==> src/rtl/serial_pat_match.sv <==
// serial_pat_match: serial bit-pattern detector with a runtime-programmable pattern.
// It shifts in one bit per cycle when data_valid_i is high. Once PAT_W bits have
// arrived, it compares the latest PAT_W bits against the pattern register. A match
// raises a one-cycle registered flag_o and bumps a saturating counter. Overlapping
// detection is selected at runtime.
//
// Optional feature: define SERIAL_PAT_MASK_EN to add cfg_mask_i. Only pattern bits
// whose mask bit is 1 are compared. The mask resets to all ones.
//
// Ports:
//   clk_i          clock; all state updates on the rising edge
//   reset_i        synchronous active-high reset; overrides every other input
//   data_i         serial data bit
//   data_valid_i   data_i is accepted only while this is high
//   cfg_load_i     strobe: latch cfg_pattern_i/cfg_overlap_i, flush history and count
//   cfg_pattern_i  new pattern; bit PAT_W-1 is the oldest bit on the wire
//   cfg_overlap_i  1 = overlapping matches, 0 = restart after each match
//   cfg_mask_i     (SERIAL_PAT_MASK_EN only) per-bit compare enable
//   flag_o         registered match pulse
//   match_cnt_o    saturating count of flag_o pulses
//   armed_o        history holds PAT_W valid bits
module serial_pat_match #(
  parameter int unsigned      PAT_W   = 7,
  parameter int unsigned      CNT_W   = 8,
  parameter logic [PAT_W-1:0] RST_PAT = 7'b1010111,
  parameter logic             RST_OVL = 1'b1
) (
  input  logic             clk_i,
  input  logic             reset_i,
  input  logic             data_i,
  input  logic             data_valid_i,
  input  logic             cfg_load_i,
  input  logic [PAT_W-1:0] cfg_pattern_i,
  input  logic             cfg_overlap_i,
`ifdef SERIAL_PAT_MASK_EN
  input  logic [PAT_W-1:0] cfg_mask_i,
`endif
  output logic             flag_o,
  output logic [CNT_W-1:0] match_cnt_o,
  output logic             armed_o
);

  localparam int unsigned      FillW   = $clog2(PAT_W + 1);
  localparam logic [FillW-1:0] FillMax = FillW'(PAT_W);

  typedef enum logic [0:0] {StFill, StArmed} state_e;

  state_e             state_q, state_d;
  logic [PAT_W-1:0]   pat_q, pat_d;
  logic               ovl_q, ovl_d;
  // The oldest bit leaves the window on every shift, so only PAT_W-1 bits are kept.
  // The incoming bit completes the PAT_W-bit compare window.
  logic [PAT_W-2:0]   hist_q, hist_d;
  logic [FillW-1:0]   fill_q, fill_d;
  logic               flag_q, flag_d;
  logic [CNT_W-1:0]   cnt_q, cnt_d;

  logic [PAT_W-1:0]   cmp_mask;
  logic [PAT_W-1:0]   window;
  logic [FillW-1:0]   fill_inc;
  logic               hit;

`ifdef SERIAL_PAT_MASK_EN
  logic [PAT_W-1:0]   mask_q, mask_d;
  assign cmp_mask = mask_q;
`else
  assign cmp_mask = '1;
`endif

  assign window   = {hist_q, data_i};
  assign fill_inc = (state_q == StArmed) ? FillMax : fill_q + 1'b1;
  assign hit      = (fill_inc == FillMax) && (((window ^ pat_q) & cmp_mask) == '0);

  always_comb begin
    state_d = state_q;
    pat_d   = pat_q;
    ovl_d   = ovl_q;
    hist_d  = hist_q;
    fill_d  = fill_q;
    flag_d  = 1'b0;
    cnt_d   = cnt_q;
`ifdef SERIAL_PAT_MASK_EN
    mask_d  = mask_q;
`endif
    if (cfg_load_i) begin
      // A load flushes history, so any bit arriving in the same cycle is dropped.
      pat_d   = cfg_pattern_i;
      ovl_d   = cfg_overlap_i;
`ifdef SERIAL_PAT_MASK_EN
      mask_d  = cfg_mask_i;
`endif
      hist_d  = '0;
      fill_d  = '0;
      cnt_d   = '0;
      state_d = StFill;
    end else if (data_valid_i) begin
      hist_d  = window[PAT_W-2:0];
      fill_d  = fill_inc;
      state_d = (fill_inc == FillMax) ? StArmed : StFill;
      if (hit) begin
        flag_d = 1'b1;
        if (cnt_q != '1) cnt_d = cnt_q + 1'b1;
        if (!ovl_q) begin
          hist_d  = '0;
          fill_d  = '0;
          state_d = StFill;
        end
      end
    end
  end

  always_ff @(posedge clk_i) begin
    if (reset_i) begin
      state_q <= StFill;
      pat_q   <= RST_PAT;
      ovl_q   <= RST_OVL;
      hist_q  <= '0;
      fill_q  <= '0;
      flag_q  <= 1'b0;
      cnt_q   <= '0;
`ifdef SERIAL_PAT_MASK_EN
      mask_q  <= '1;
`endif
    end else begin
      state_q <= state_d;
      pat_q   <= pat_d;
      ovl_q   <= ovl_d;
      hist_q  <= hist_d;
      fill_q  <= fill_d;
      flag_q  <= flag_d;
      cnt_q   <= cnt_d;
`ifdef SERIAL_PAT_MASK_EN
      mask_q  <= mask_d;
`endif
    end
  end

  assign flag_o      = flag_q;
  assign match_cnt_o = cnt_q;
  assign armed_o     = (state_q == StArmed);

endmodule

==> config.mk <==
export PLATFORM = sky130hd
export DESIGN_NAME = serial_pat_match
export DESIGN_NICKNAME = d
export VERILOG_FILES = /design/src/rtl/serial_pat_match.sv
export SDC_FILE = /design/constraint.sdc
export NUM_CORES = 1
export LEC_CHECK = 0
export BUFFER_PORTS_ARGS = -buffer_cell sky130_fd_sc_hd__buf_2
export CELL_PAD_IN_SITES_DETAIL_PLACEMENT = 1
export CELL_PAD_IN_SITES_GLOBAL_PLACEMENT = 1
export CORE_MARGIN = 2
export CORE_UTILIZATION = 37
export DETAILED_ROUTE_END_ITERATION = 8
export MAX_ROUTING_LAYER = met4
export PLACE_DENSITY_LB_ADDON = 0.1
export RECOVER_POWER = 50
export SKIP_CTS_REPAIR_TIMING = 1
export SLEW_MARGIN = 20
export SYNTH_ARGS = -nofsm -noshare
export SYNTH_HDL_FRONTEND = slang
export SYNTH_SLANG_ARGS = --single-unit
==> constraint.sdc <==
create_clock -name clk_i -period 1.99 [get_ports clk_i]
set_clock_uncertainty 0.2 [all_clocks]
set_input_delay 0.2985 -clock clk_i [delete_from_list [all_inputs] [get_ports clk_i]]
set_output_delay 0.2985 -clock clk_i [all_outputs]
set_load 0.02 [all_outputs]
# == Word-level counts from Yosys, hierarchy flattened ==
# Index checks and enable logic that the tools add are counted.
# totals
out_inout_bits,10
elab_cells,27
register_bits,27
# op_classes
n_eq_ne,2
addsub,2
muxes,9
n_bitwise,2
n_reduce_logical,5
# op_table
cell,count
$mux 6,2
$mux 3,3
$add 8x1->8 const B,1
$ne 8x8->1 const B,1
$logic_not 7->1,1
$xor 7x7->7,1
$mux 1,4
$add 3x1->3 const B,1
$eq 3x3->1 const B,1
$reduce_and 3->1,1
$reduce_or 3->1,1
$reduce_or 2->1,1
$logic_and 1x1->1,1
$not 1->1,1

# == Depth between registers and ports, before layout ==
# Gate-level depths: netlist of run 1.
# logic_depth
ltp_word,6
depth_mapped,7

# == Worst setup path before layout of run 1 ==
# OpenSTA, ideal clock, no wires.
# synth_path
kind,register -> register
from,reg fill_q[0]
to,reg cnt_q[5] (netlist: match_cnt_o[5])
setup_ns,0.070
slack_ns,-0.041
arrival_ns,1.761
required_ns,1.720
period_less_slack_ns,2.031
n_path_buf,0
stages_incl_launch_ff,7
path_cell_list,dfxtp_1 ha_1 xor2_1 a32o_1 nand3_4 or4_1 a21oi_1
# synth_between
elab_chain_cells,5
# synth_rtl
item,line,source
"start, declared",54,"logic [FillW-1:0] fill_q, fill_d;"
"start signal, assigned",129,fill_q <= fill_d;
$add 3x1->3,71,assign fill_inc = (state_q == StArmed) ? FillMax : fill_q + 1'b1;
$mux 3,71,
$eq 3x3->1,72,assign hit = (fill_inc == FillMax) && (((window ^ pat_q) & cmp_mask) == '0);
$logic_and 1x1->1,72,
$reduce_and 3->1 (no source line),-,
"end signal, assigned",131,cnt_q <= cnt_d;
"end, declared",56,"logic [CNT_W-1:0] cnt_q, cnt_d;"
# Every way passes these cells.
# A chain may end at the register's enable or synchronous reset.

# == Final worst setup path of run 1 ==
# layout_path
from,reg hist_q[0]
to,reg cnt_q[0] (netlist: match_cnt_o[0])
# layout_between
elab_chain_cells,4
# layout_rtl
item,line,source
"start, declared",53,"logic [PAT_W-2:0] hist_q, hist_d;"
"start signal, assigned",128,hist_q <= hist_d;
$xor 7x7->7,72,
$logic_not 7->1,72,
$logic_and 1x1->1,72,
$reduce_and 3->1 (no source line),-,
# Every way passes these cells.

==> results.sh, run 1 <==
export IMPL_status="complete, but fails checks"
export IMPL_violations="hold timing"
export IMPL_rows=21
export IMPL_cp_max_fo=6
export IMPL_layout_common_cells="dfxtp_1 (24), buf_2 (16), a21oi_1 (14)"
export IMPL_power_w=0.0009014
export IMPL_yosysWarnings=0
export IMPL_cts_path_max_buffers=2
export IMPL_ir_worst_vdd_uv=273.9
export IMPL_cts_buffers=3
export IMPL_postSynthCellCount=140
export IMPL_rsz0062_at_grt="yes"
export IMPL_die_h_um=62.85
export IMPL_relSlewSlack_pct=69.81
export IMPL_worst_pin_slew_ps=451.2
export IMPL_cts_tree="yes"
export IMPL_power_density_nw_per_um2=557.2
export IMPL_crit_arrival_ps=2020
export IMPL_holdWs_ps=-18.91
export IMPL_clkTransAtPathRegs_ps=150
export IMPL_grt_pass1_wl_mm=5.299
export IMPL_die_area_um2=3949
export IMPL_viasPerCell=5.227
export IMPL_finalSetupViolCount=0
export IMPL_final_period_utilization_pct=97.25
export IMPL_wl_per_cell_um=14.62
export IMPL_syn_cell_area_um2=1281
export IMPL_fmax_mhz=516.7
export IMPL_die_w_um=62.85
export IMPL_final_nets=190
export IMPL_core_area_um2=3337
export IMPL_clk_latency_ps=330
export IMPL_dp_final_hpwl_mm=2.327
export IMPL_crit_buf_inv=1
export IMPL_vias=1150
export IMPL_synth_cell_types=36
export IMPL_antenna_found_initial=0
export IMPL_worstPathCellList="xor2_1 -> nor4_4 -> nand3_4 -> buf_6 -> or3_4 -> a21oi_2"
export IMPL_cts_htree_levels=1
export IMPL_diodes=0
export IMPL_syn_num_nets=155
export IMPL_fin_crit_ps=1935
export IMPL_areaGrowthSynthToFinish_pct=26.27
export IMPL_synth_seq_cells=27
export IMPL_place_gp_congestion=0.7450
export IMPL_firstDrtPassIters=4
export IMPL_clkSinkCount=27
export IMPL_overflow=0
export IMPL_drcViolationCount=0
export IMPL_start_util_pct=38.40
export IMPL_grt_pass1_vias=1178
export IMPL_io_pins=23
export IMPL_grt_total_usage_pct=17.51
export IMPL_hold_class="primary input to register"
export IMPL_avgSynthCellArea_um2=9.152
export IMPL_portBuffers=22
export IMPL_cp_required_ps=2070
export IMPL_start_kind="register"
export IMPL_cts_root_buf="clkbuf_4"
export IMPL_max_stage_delay_ps=390
export IMPL_drive_above_1_share_pct=24.14
export IMPL_cap_violations=0
export IMPL_p_leak_nw=0.6687
export IMPL_crit_slowest_cell="nor4_4"
export IMPL_utilization_pct=48.48
export IMPL_final_antenna_net_count=0
export IMPL_ys_seq_area_share_pct=42.19
export IMPL_cp_top_family="simple AND/OR/NAND/NOR gates"
export IMPL_slew_viol_final=0
export IMPL_end_kind="register"
export IMPL_final_common_cell="dfxtp_1"
export IMPL_routed_wl_mm=3.217
export IMPL_drt_initial_drc_count=25
export IMPL_grt_max_degree=20
export IMPL_worstSetupPathType="register to register"
export IMPL_finalHoldViolCount=1
## area by class of cell
cell class	instances	area, µm²
timing repair buffer	37	236.5
tap	46	57.56
fill	417	1719
multi-input combinational	103	740.7
clock inverter	1	5.005
inverter	3	11.26
clock buffer	3	22.52
sequential	27	544.3
## sequential cells by signal, summed over array words and instances, names as in the netlist
signal and flops:
armed_o 1, fill_q 3, flag_o 1, hist_q 6
match_cnt_o 8, ovl_q 1, pat_q 7
## worst reg2reg max path: cells and delay by family (launching register included)
family | cells | cell delay, ps
AND/OR/NAND/NOR | 3 | 880
flip-flops | 1 | 370
AO/OA/AOI/OAI | 1 | 110
XOR/XNOR | 1 | 180
buffers and inverters | 1 | 160
## cell usage after synthesis
cell type | number | area, µm²
dfxtp_1 | 27 | 540.5
a21oi_1 | 15 | 75.07
nand3_1 | 10 | 50.05
nand2_1 | 9 | 33.78
xor2_1 | 8 | 70.07
mux2i_1 | 7 | 70.07
nand2b_1 | 7 | 43.79
nor2_1 | 7 | 26.28
and3_1 | 6 | 37.54
clkbuf_1 | 5 | 18.77
o211ai_1 | 4 | 30.03
inv_1 | 3 | 11.26
o21ai_0 | 3 | 15.01
a31oi_1 | 2 | 12.51
a41o_1 | 2 | 20.02
buf_1 | 2 | 7.510
ha_1 | 2 | 25.02
o31ai_1 | 2 | 15.01
or3_1 | 2 | 12.51
a32o_1 | 1 | 10.01
and3b_1 | 1 | 8.760
and4b_1 | 1 | 10.01
nand3_4 | 1 | 17.52
nand3b_1 | 1 | 7.510
nand4b_1 | 1 | 8.760
nor2b_1 | 1 | 6.260
nor3_1 | 1 | 5.000
nor3_4 | 1 | 16.27
nor4_4 | 1 | 21.27
o2111ai_1 | 1 | 8.760
o21a_1 | 1 | 7.510
o311ai_0 | 1 | 8.760
o41ai_1 | 1 | 8.760
or2_2 | 1 | 6.260
or2b_1 | 1 | 7.510
or4_1 | 1 | 7.510
## kinds of logic (layout without fill, tap and decap cells)
| family | after synthesis | in the layout | synth area share (%) |
|---|---|---|---|
| mux | 7 | 7 | 5.469 |
| buf+inv | 10 | 44 | 2.930 |
| simple gates | 53 | 53 | 25.49 |
| flops | 27 | 27 | 42.19 |
| xor+xnor | 8 | 8 | 5.469 |
| compound gates | 33 | 33 | 16.50 |
| fa+ha+maj | 2 | 2 | 1.953 |
## report_power, final
part | total (W) | leakage, nW | internal (W) | switching [W]
logic | 0.0000926 | 0.430 | 0.0000438 | 0.0000488
clock network | 0.000246 | 0.0177 | 0.0000756 | 0.000170
registers | 0.000563 | 0.221 | 0.000553 | 0.00000992
## through the flow
step           area, µm²  setup slack, ps  TNS, ps  cells  hold slack (ps)
5_1_grt             1618           -31.29   -51.65    220            8.857
3_3_place_gp        1476            30.16        0    208            264.4
2_1_floorplan       1282            4.449        0    140            170.9
3_5_place_dp        1476           -47.61   -84.61    208            270.6
6_report            1618            54.81        0    220           -18.91
4_1_cts             1504           -83.32   -186.2    212           -31.26
## path summary, 6_finish.rpt
path                                from                     endpoint  slack (ps)  depth (start not counted)
setup reg to reg  hist_q[0]$_SDFFE_PP0P_  match_cnt_o[0]$_SDFFE_PP0P_          50                          6
setup / recovery  hist_q[0]$_SDFFE_PP0P_  match_cnt_o[0]$_SDFFE_PP0P_          50                          6
hold reg to reg   fill_q[1]$_SDFFE_PP0P_       fill_q[1]$_SDFFE_PP0P_         300                          2
hold / removal          cfg_pattern_i[6]        pat_q[6]$_SDFFE_PP1P_         -20                          3
## per-layer routing
layer | vias up | wire [µm] | GRT usage, % | part of all wire [%]
met3 | 5 | 50 | 1.622 | 1.6
met5 | - | 0 | - | 0
met1 | 558 | 1449 | 21.36 | 45
met4 | 0 | 47 | 6.667 | 1.5
li1 | 574 | - | - | -
met2 | 13 | 1670 | 29.97 | 52
Note: power is estimated with default switching activity, not from simulation.
==> run 2, diff against run 1 <==
--- a/config.mk
+++ b/config.mk
@@ -5,12 +5,14 @@
 export SDC_FILE = /design/constraint.sdc
 export NUM_CORES = 1
 export LEC_CHECK = 0
+export ABC_AREA = 1
 export BUFFER_PORTS_ARGS = -buffer_cell sky130_fd_sc_hd__buf_2
 export CELL_PAD_IN_SITES_DETAIL_PLACEMENT = 1
 export CELL_PAD_IN_SITES_GLOBAL_PLACEMENT = 1
 export CORE_MARGIN = 2
-export CORE_UTILIZATION = 37
+export CORE_UTILIZATION = 34
 export DETAILED_ROUTE_END_ITERATION = 8
+export HOLD_SLACK_MARGIN = 0.12
 export MAX_ROUTING_LAYER = met4
 export PLACE_DENSITY_LB_ADDON = 0.1
 export RECOVER_POWER = 50
==> run 2 against run 1 <==
The flow now finishes without violations. Critical endpoint is now match_cnt_o[1]$_SDFFE_PP0P_. Clock-buffer cell count up 1. Highest routed layer unchanged. Die area up 18%. Flip-flop and latch count unchanged. Worst hold slack better by 120 ps. Register-to-register slack better by 180 ps. Fmax up 10%. Total power up 7.3%. Via count up 20%. Largest power group unchanged. Non-clock buffer count down 3. Critical path depth up 3. Combinational power down 8.4%.
==> results.sh, run 2 <==
export IMPL_cts_buffers=3
export IMPL_portBuffers=22
export IMPL_setup_slack_ps=237.8
export IMPL_power_w=0.0009671
export IMPL_end_kind="register"
export IMPL_crit_arrival_ps=1700
export IMPL_utilization_pct=41.85
export IMPL_fmax_mhz=570.7
export IMPL_drt_initial_drc_count=41
export IMPL_syn_num_nets=232
export IMPL_fillers=548
export IMPL_avgSynthCellArea_um2=6.481
export IMPL_wl_per_cell_um=11.35
export IMPL_power_density_nw_per_um2=577.7
export IMPL_rows=23
export IMPL_vias=1380
export IMPL_cap_violations=0
export IMPL_syn_cell_area_um2=1406
export IMPL_cts_htree_levels=1
export IMPL_diodes=0
export IMPL_post_place_ws_ps=221.5
export IMPL_ys_seq_area_share_pct=38.43
export IMPL_multi_input_area_um2=685.7
export IMPL_antenna_found_initial=0
export IMPL_place_gp_congestion=0.7531
export IMPL_grt_pass1_vias=1232
export IMPL_cp_required_ps=1940
export IMPL_cts_root_buf="clkbuf_8"
export IMPL_synth_top_area_cell="dfxtp_1"
export IMPL_core_area_um2=4000
export IMPL_fin_crit_ps=1752
export IMPL_clkTransAtPathRegs_ps=90
export IMPL_yosysMostFrequentCell="nand2_1"
export IMPL_layoutNonFillerInstCount=299
export IMPL_status="completed"
export IMPL_clkSinkCount=27
export IMPL_die_area_um2=4667
export IMPL_ir_worst_vdd_uv=298.8
export IMPL_grt_pass1_wl_mm=5.658
export IMPL_setup_tns_ps=0
export IMPL_dominantRegCellSynth="dfxtp_1"
export IMPL_final_nets=265
export IMPL_finalHoldViolCount=0
export IMPL_final_common_cell="nand2_1"
export IMPL_async_reset_ff_share_pct=0
export IMPL_die_h_um=68.32
export IMPL_synth_seq_cells=27
export IMPL_postSynthCellCount=217
export IMPL_dp_final_hpwl_mm=2.545
export IMPL_start_kind="register"
export IMPL_firstDrtPassIters=4
export IMPL_cts_tree="yes"
export IMPL_relSlewSlack_pct=65.51
export IMPL_cp_max_fo=8
export IMPL_grt_total_usage_pct=16.52
export IMPL_hold_class="primary input to register"
export IMPL_overflow=0
export IMPL_final_period_utilization_pct=88.05
export IMPL_p_leak_nw=0.7516
export IMPL_areaGrowthSynthToFinish_pct=19.04
export IMPL_yosysWarnings=0
export IMPL_die_w_um=68.32
export IMPL_placedCellCount=289
export IMPL_final_antenna_net_count=0
export IMPL_drcViolationCount=0
export IMPL_rsz0062_at_grt="no"
export IMPL_start_util_pct=35.16
export IMPL_synth_cell_types=20
export IMPL_drive_above_1_share_pct=10.04
export IMPL_grt_max_degree=16
export IMPL_viasPerCell=4.615
export IMPL_synth_top_area_share_pct=38.43
export IMPL_yosys_top_cells_area="dfxtp_1 (38%), nand2_1 (21%), inv_1 (9.9%)"
export IMPL_io_pins=23
export IMPL_slew_viol_final=0
export IMPL_worstSetupPathType="register to register"
export IMPL_synth_common_cells="nand2_1 (78), inv_1 (37), dfxtp_1 (27)"
export IMPL_finalSetupViolCount=0
export IMPL_synth_edff_count=0
export IMPL_cts_path_max_buffers=2
export IMPL_worst_pin_slew_ps=516.8
export IMPL_layout_common_cells="nand2_1 (78), inv_1 (37), dfxtp_1 (27)"
export IMPL_largest_reg_flops=8
export IMPL_clk_latency_ps=280
export IMPL_seq_area_um2=540.5
export IMPL_routed_wl_mm=3.395
==> run 2: cell count changes in the layout (fill, tap and decap cells not counted), sizes merged, moves of 7 or more <==
cell / previous run / this run
a21oi: 15 / 22
buf: 24 / 17
inv: 3 / 37
mux2i: 7 / 0
nand2: 9 / 78
nand2b: 7 / 0
nor2: 7 / 15
==> run 2: kinds of logic after synthesis <==
family,after synthesis,synth area share (%)
buffers and inverters,43,12.81
and+or+nand+nor,111,33.81
xor gates and xnor gates,4,2.492
DFF,27,38.43
adders and majority gates,2,1.779
AOI/OAI and AO/OA,30,10.68
==> run 2: final timing paths <==
check	start	endpoint	slack [ps]	cells after the start
worst max register to register	fill_q[0]$_SDFFE_PP0P_	match_cnt_o[1]$_SDFFE_PP0P_	240	9
worst max-delay path	fill_q[0]$_SDFFE_PP0P_	match_cnt_o[1]$_SDFFE_PP0P_	240	9
worst min register to register	pat_q[5]$_SDFFE_PP0P_	pat_q[5]$_SDFFE_PP0P_	280	2
worst min-delay path	cfg_pattern_i[5]	pat_q[5]$_SDFFE_PP0P_	100	3
==> run 2: worst max-delay path, cell delays in order (launching register included) <==
cell and delay [ps]:
dfxtp_1 350, ha_1 210, inv_1 50, nand2_1 40
nand3_1 110, nand2_1 70, nor2_1 200, nand3_2 230
nand2_1 110, a21oi_1 60
==> run 2: cell type report <==
cell class / count / area share [%]
clock buffer: 4 / 2.691
inverter: 37 / 8.296
multi-input combinational: 147 / 40.96
sequential: 27 / 32.29
tap: 50 / 3.737
timing repair buffer: 34 / 12.03
==> run 2: power breakdown <==
group	internal, W	switching [W]
registers	0.000553	0.00000731
logic	0.0000366	0.0000483
clock network	0.000144	0.000178
total	0.000734	0.000233
==> run 2: through the flow <==
| step | hold slack, ps | area (µm²) |
|---|---|---|
| floorplan | 198.2 | 1406 |
| detailed placement | 269.2 | 1583 |
| CTS | 26.05 | 1628 |
| finish | 98.67 | 1674 |
| global route | 131.2 | 1674 |
| global placement | 264.3 | 1583 |
==> run 2: layer usage <==
metal | part of all wire [%] | track usage, % | wire length, µm
met2 | 42 | 23.79 | 1411
met5 | 0 | - | 0
met3 | 2.5 | 2.961 | 85
met4 | 1.1 | 5.250 | 38
met1 | 55 | 23.24 | 1859
==> run 3, diff against run 2 <==
--- a/config.mk
+++ b/config.mk
@@ -14,8 +14,9 @@
 export DETAILED_ROUTE_END_ITERATION = 8
 export HOLD_SLACK_MARGIN = 0.12
 export MAX_ROUTING_LAYER = met4
-export PLACE_DENSITY_LB_ADDON = 0.1
+export PLACE_DENSITY = 0.76
 export RECOVER_POWER = 50
+export REMOVE_ABC_BUFFERS = 1
 export SKIP_CTS_REPAIR_TIMING = 1
 export SLEW_MARGIN = 20
 export SYNTH_ARGS = -nofsm -noshare
==> run 3 against run 2 <==
Highest routed layer unchanged. Wire length is 6.3% higher. Via count rose by 0.29%. Flip-flop and latch count unchanged. Sequential power about the same. Fmax down 0.96%. Clock power rose by 2%. Critical endpoint is now match_cnt_o[5]$_SDFFE_PP0P_. First-iteration DRC count up 27%.
==> results.sh, run 3 (synthesized netlist as in run 2, its figures left out) <==
export IMPL_status="completed"
export IMPL_pwr_share_seq_pct=57.4
export IMPL_rows=23
export IMPL_routed_wl_mm=3.610
export IMPL_cp_required_ps=1950
export IMPL_drcViolationCount=0
export IMPL_p_leak_nw=0.7558
export IMPL_cts_tree="yes"
export IMPL_finalSetupViolCount=0
export IMPL_p_int_w=0.0007337
export IMPL_p_comb_share_pct=9.1
export IMPL_layout_common_cells="nand2_1 (77), inv_1 (37), dfxtp_1 (27)"
export IMPL_hold_class="primary input to register"
export IMPL_finalHoldViolCount=0
export IMPL_place_gp_congestion=0.7522
export IMPL_rsz0062_at_grt="no"
export IMPL_p_sw_share_pct=24.92
export IMPL_dp_final_hpwl_mm=2.559
export IMPL_grt_pass1_wl_mm=5.513
export IMPL_fillers=549
export IMPL_slew_viol_final=0
export IMPL_power_w=0.0009772
export IMPL_crit_arrival_ps=1720
export IMPL_portBuffers=22
export IMPL_final_antenna_net_count=0
export IMPL_regToRegSetupSlack_ps=220
export IMPL_cts_buffers=3
export IMPL_antenna_found_initial=0
export IMPL_die_h_um=68.32
export IMPL_viasPerCell=4.613
export IMPL_drive_above_1_share_pct=11.20
export IMPL_core_area_um2=4000
export IMPL_cts_path_max_buffers=2
export IMPL_grt_max_degree=17
export IMPL_cp_max_fo=7
export IMPL_wl_per_cell_um=12.03
export IMPL_grt_pass1_vias=1229
export IMPL_start_kind="register"
export IMPL_grt_total_usage_pct=16.05
export IMPL_die_area_um2=4667
export IMPL_largest_reg_flops=8
export IMPL_pwr_share_clk_pct=33.4
export IMPL_fmax_mhz=565.2
export IMPL_die_w_um=68.32
export IMPL_firstDrtPassIters=3
export IMPL_power_density_nw_per_um2=575.6
export IMPL_cts_htree_levels=1
export IMPL_diodes=0
export IMPL_drt_initial_drc_count=52
export IMPL_multi_input_area_um2=695.7
export IMPL_final_nets=266
export IMPL_overflow=0
export IMPL_vias=1384
export IMPL_fin_crit_ps=1769
export IMPL_setup_tns_ps=0
export IMPL_final_common_cell="nand2_1"
export IMPL_cap_violations=0
export IMPL_clkTransAtPathRegs_ps=100
export IMPL_final_period_utilization_pct=88.90
export IMPL_worst_pin_slew_ps=534.8
export IMPL_io_pins=23
export IMPL_start_util_pct=35.16
export IMPL_clk_latency_ps=270
export IMPL_seq_area_um2=540.5
export IMPL_end_kind="register"
export IMPL_worstSetupPathType="register to register"
export IMPL_areaGrowthSynthToFinish_pct=20.73
export IMPL_clkSinkCount=27
export IMPL_p_switching_w=0.0002436
export IMPL_relSlewSlack_pct=64.31
export IMPL_ir_worst_vdd_uv=237.9
export IMPL_cts_root_buf="clkbuf_8"
-- run 3: power groups by stage --
stage | clock (W) | sequential, W | combinational, W
2_1_floorplan | 0 | 0.000571 | 0.0000427
3_3_place_gp | 0 | 0.000573 | 0.0000752
3_5_place_dp | 0 | 0.000573 | 0.0000775
4_1_cts | 0.000341 | 0.000561 | 0.0000780
5_1_grt | 0.000363 | 0.000563 | 0.000101
6_report | 0.000327 | 0.000561 | 0.0000894
-- run 3: layout make-up --
cell class	count	share of cell area (%)
inverter	37	8.180
tap	50	3.685
timing repair buffer	35	12.45
clock inverter	1	0.4422
clock buffer	3	2.432
sequential	27	31.83
multi-input combinational	147	40.97
-- run 3: per-layer routing --
layer	track usage (%)	wire length, µm	vias up
met4	6.000	19	0
met3	1.480	51	2
met5	-	0	-
li1	-	-	732
met1	20.14	1769	641
met2	26.70	1769	9
-- run 3: worst max-delay path, cell delays in order (launching register included) --
cell and delay, ps:
dfxtp_1 410, ha_1 210, nand2_1 100, nor2_1 210, nand2_2 150, nand3b_1 110
inv_1 60, nand3_2 70, nand2_1 40, nand2_1 50, nor2_1 30
-- run 3: final timing paths --
kind                                                  start                          end  cells past startpoint
worst max-delay path            match_cnt_o[1]$_SDFFE_PP0P_  match_cnt_o[5]$_SDFFE_PP0P_                     10
worst min-delay path                                reset_i           ovl_q$_SDFFE_PP1P_                      3
worst max register to register  match_cnt_o[1]$_SDFFE_PP0P_  match_cnt_o[5]$_SDFFE_PP0P_                     10
worst min register to register        pat_q[5]$_SDFFE_PP0P_        pat_q[5]$_SDFFE_PP0P_                      2
-- run 3: metrics by stage --
| step | setup WS (ps) | hold slack [ps] | cell area [µm²] | util (%) | instances |
|---|---|---|---|---|---|
| finish | 220.8 | 124.7 | 1698 | 42.45 | 300 |
| global route | 24.85 | 127.3 | 1698 | 42.45 | 300 |
| CTS | -222.0 | 17.18 | 1617 | 40.41 | 291 |
| detailed placement | -226.0 | 271.1 | 1568 | 39.19 | 287 |
| global placement | -116.1 | 264.4 | 1568 | 39.19 | 287 |
| floorplan | 108.8 | 198.2 | 1365 | - | 211 |
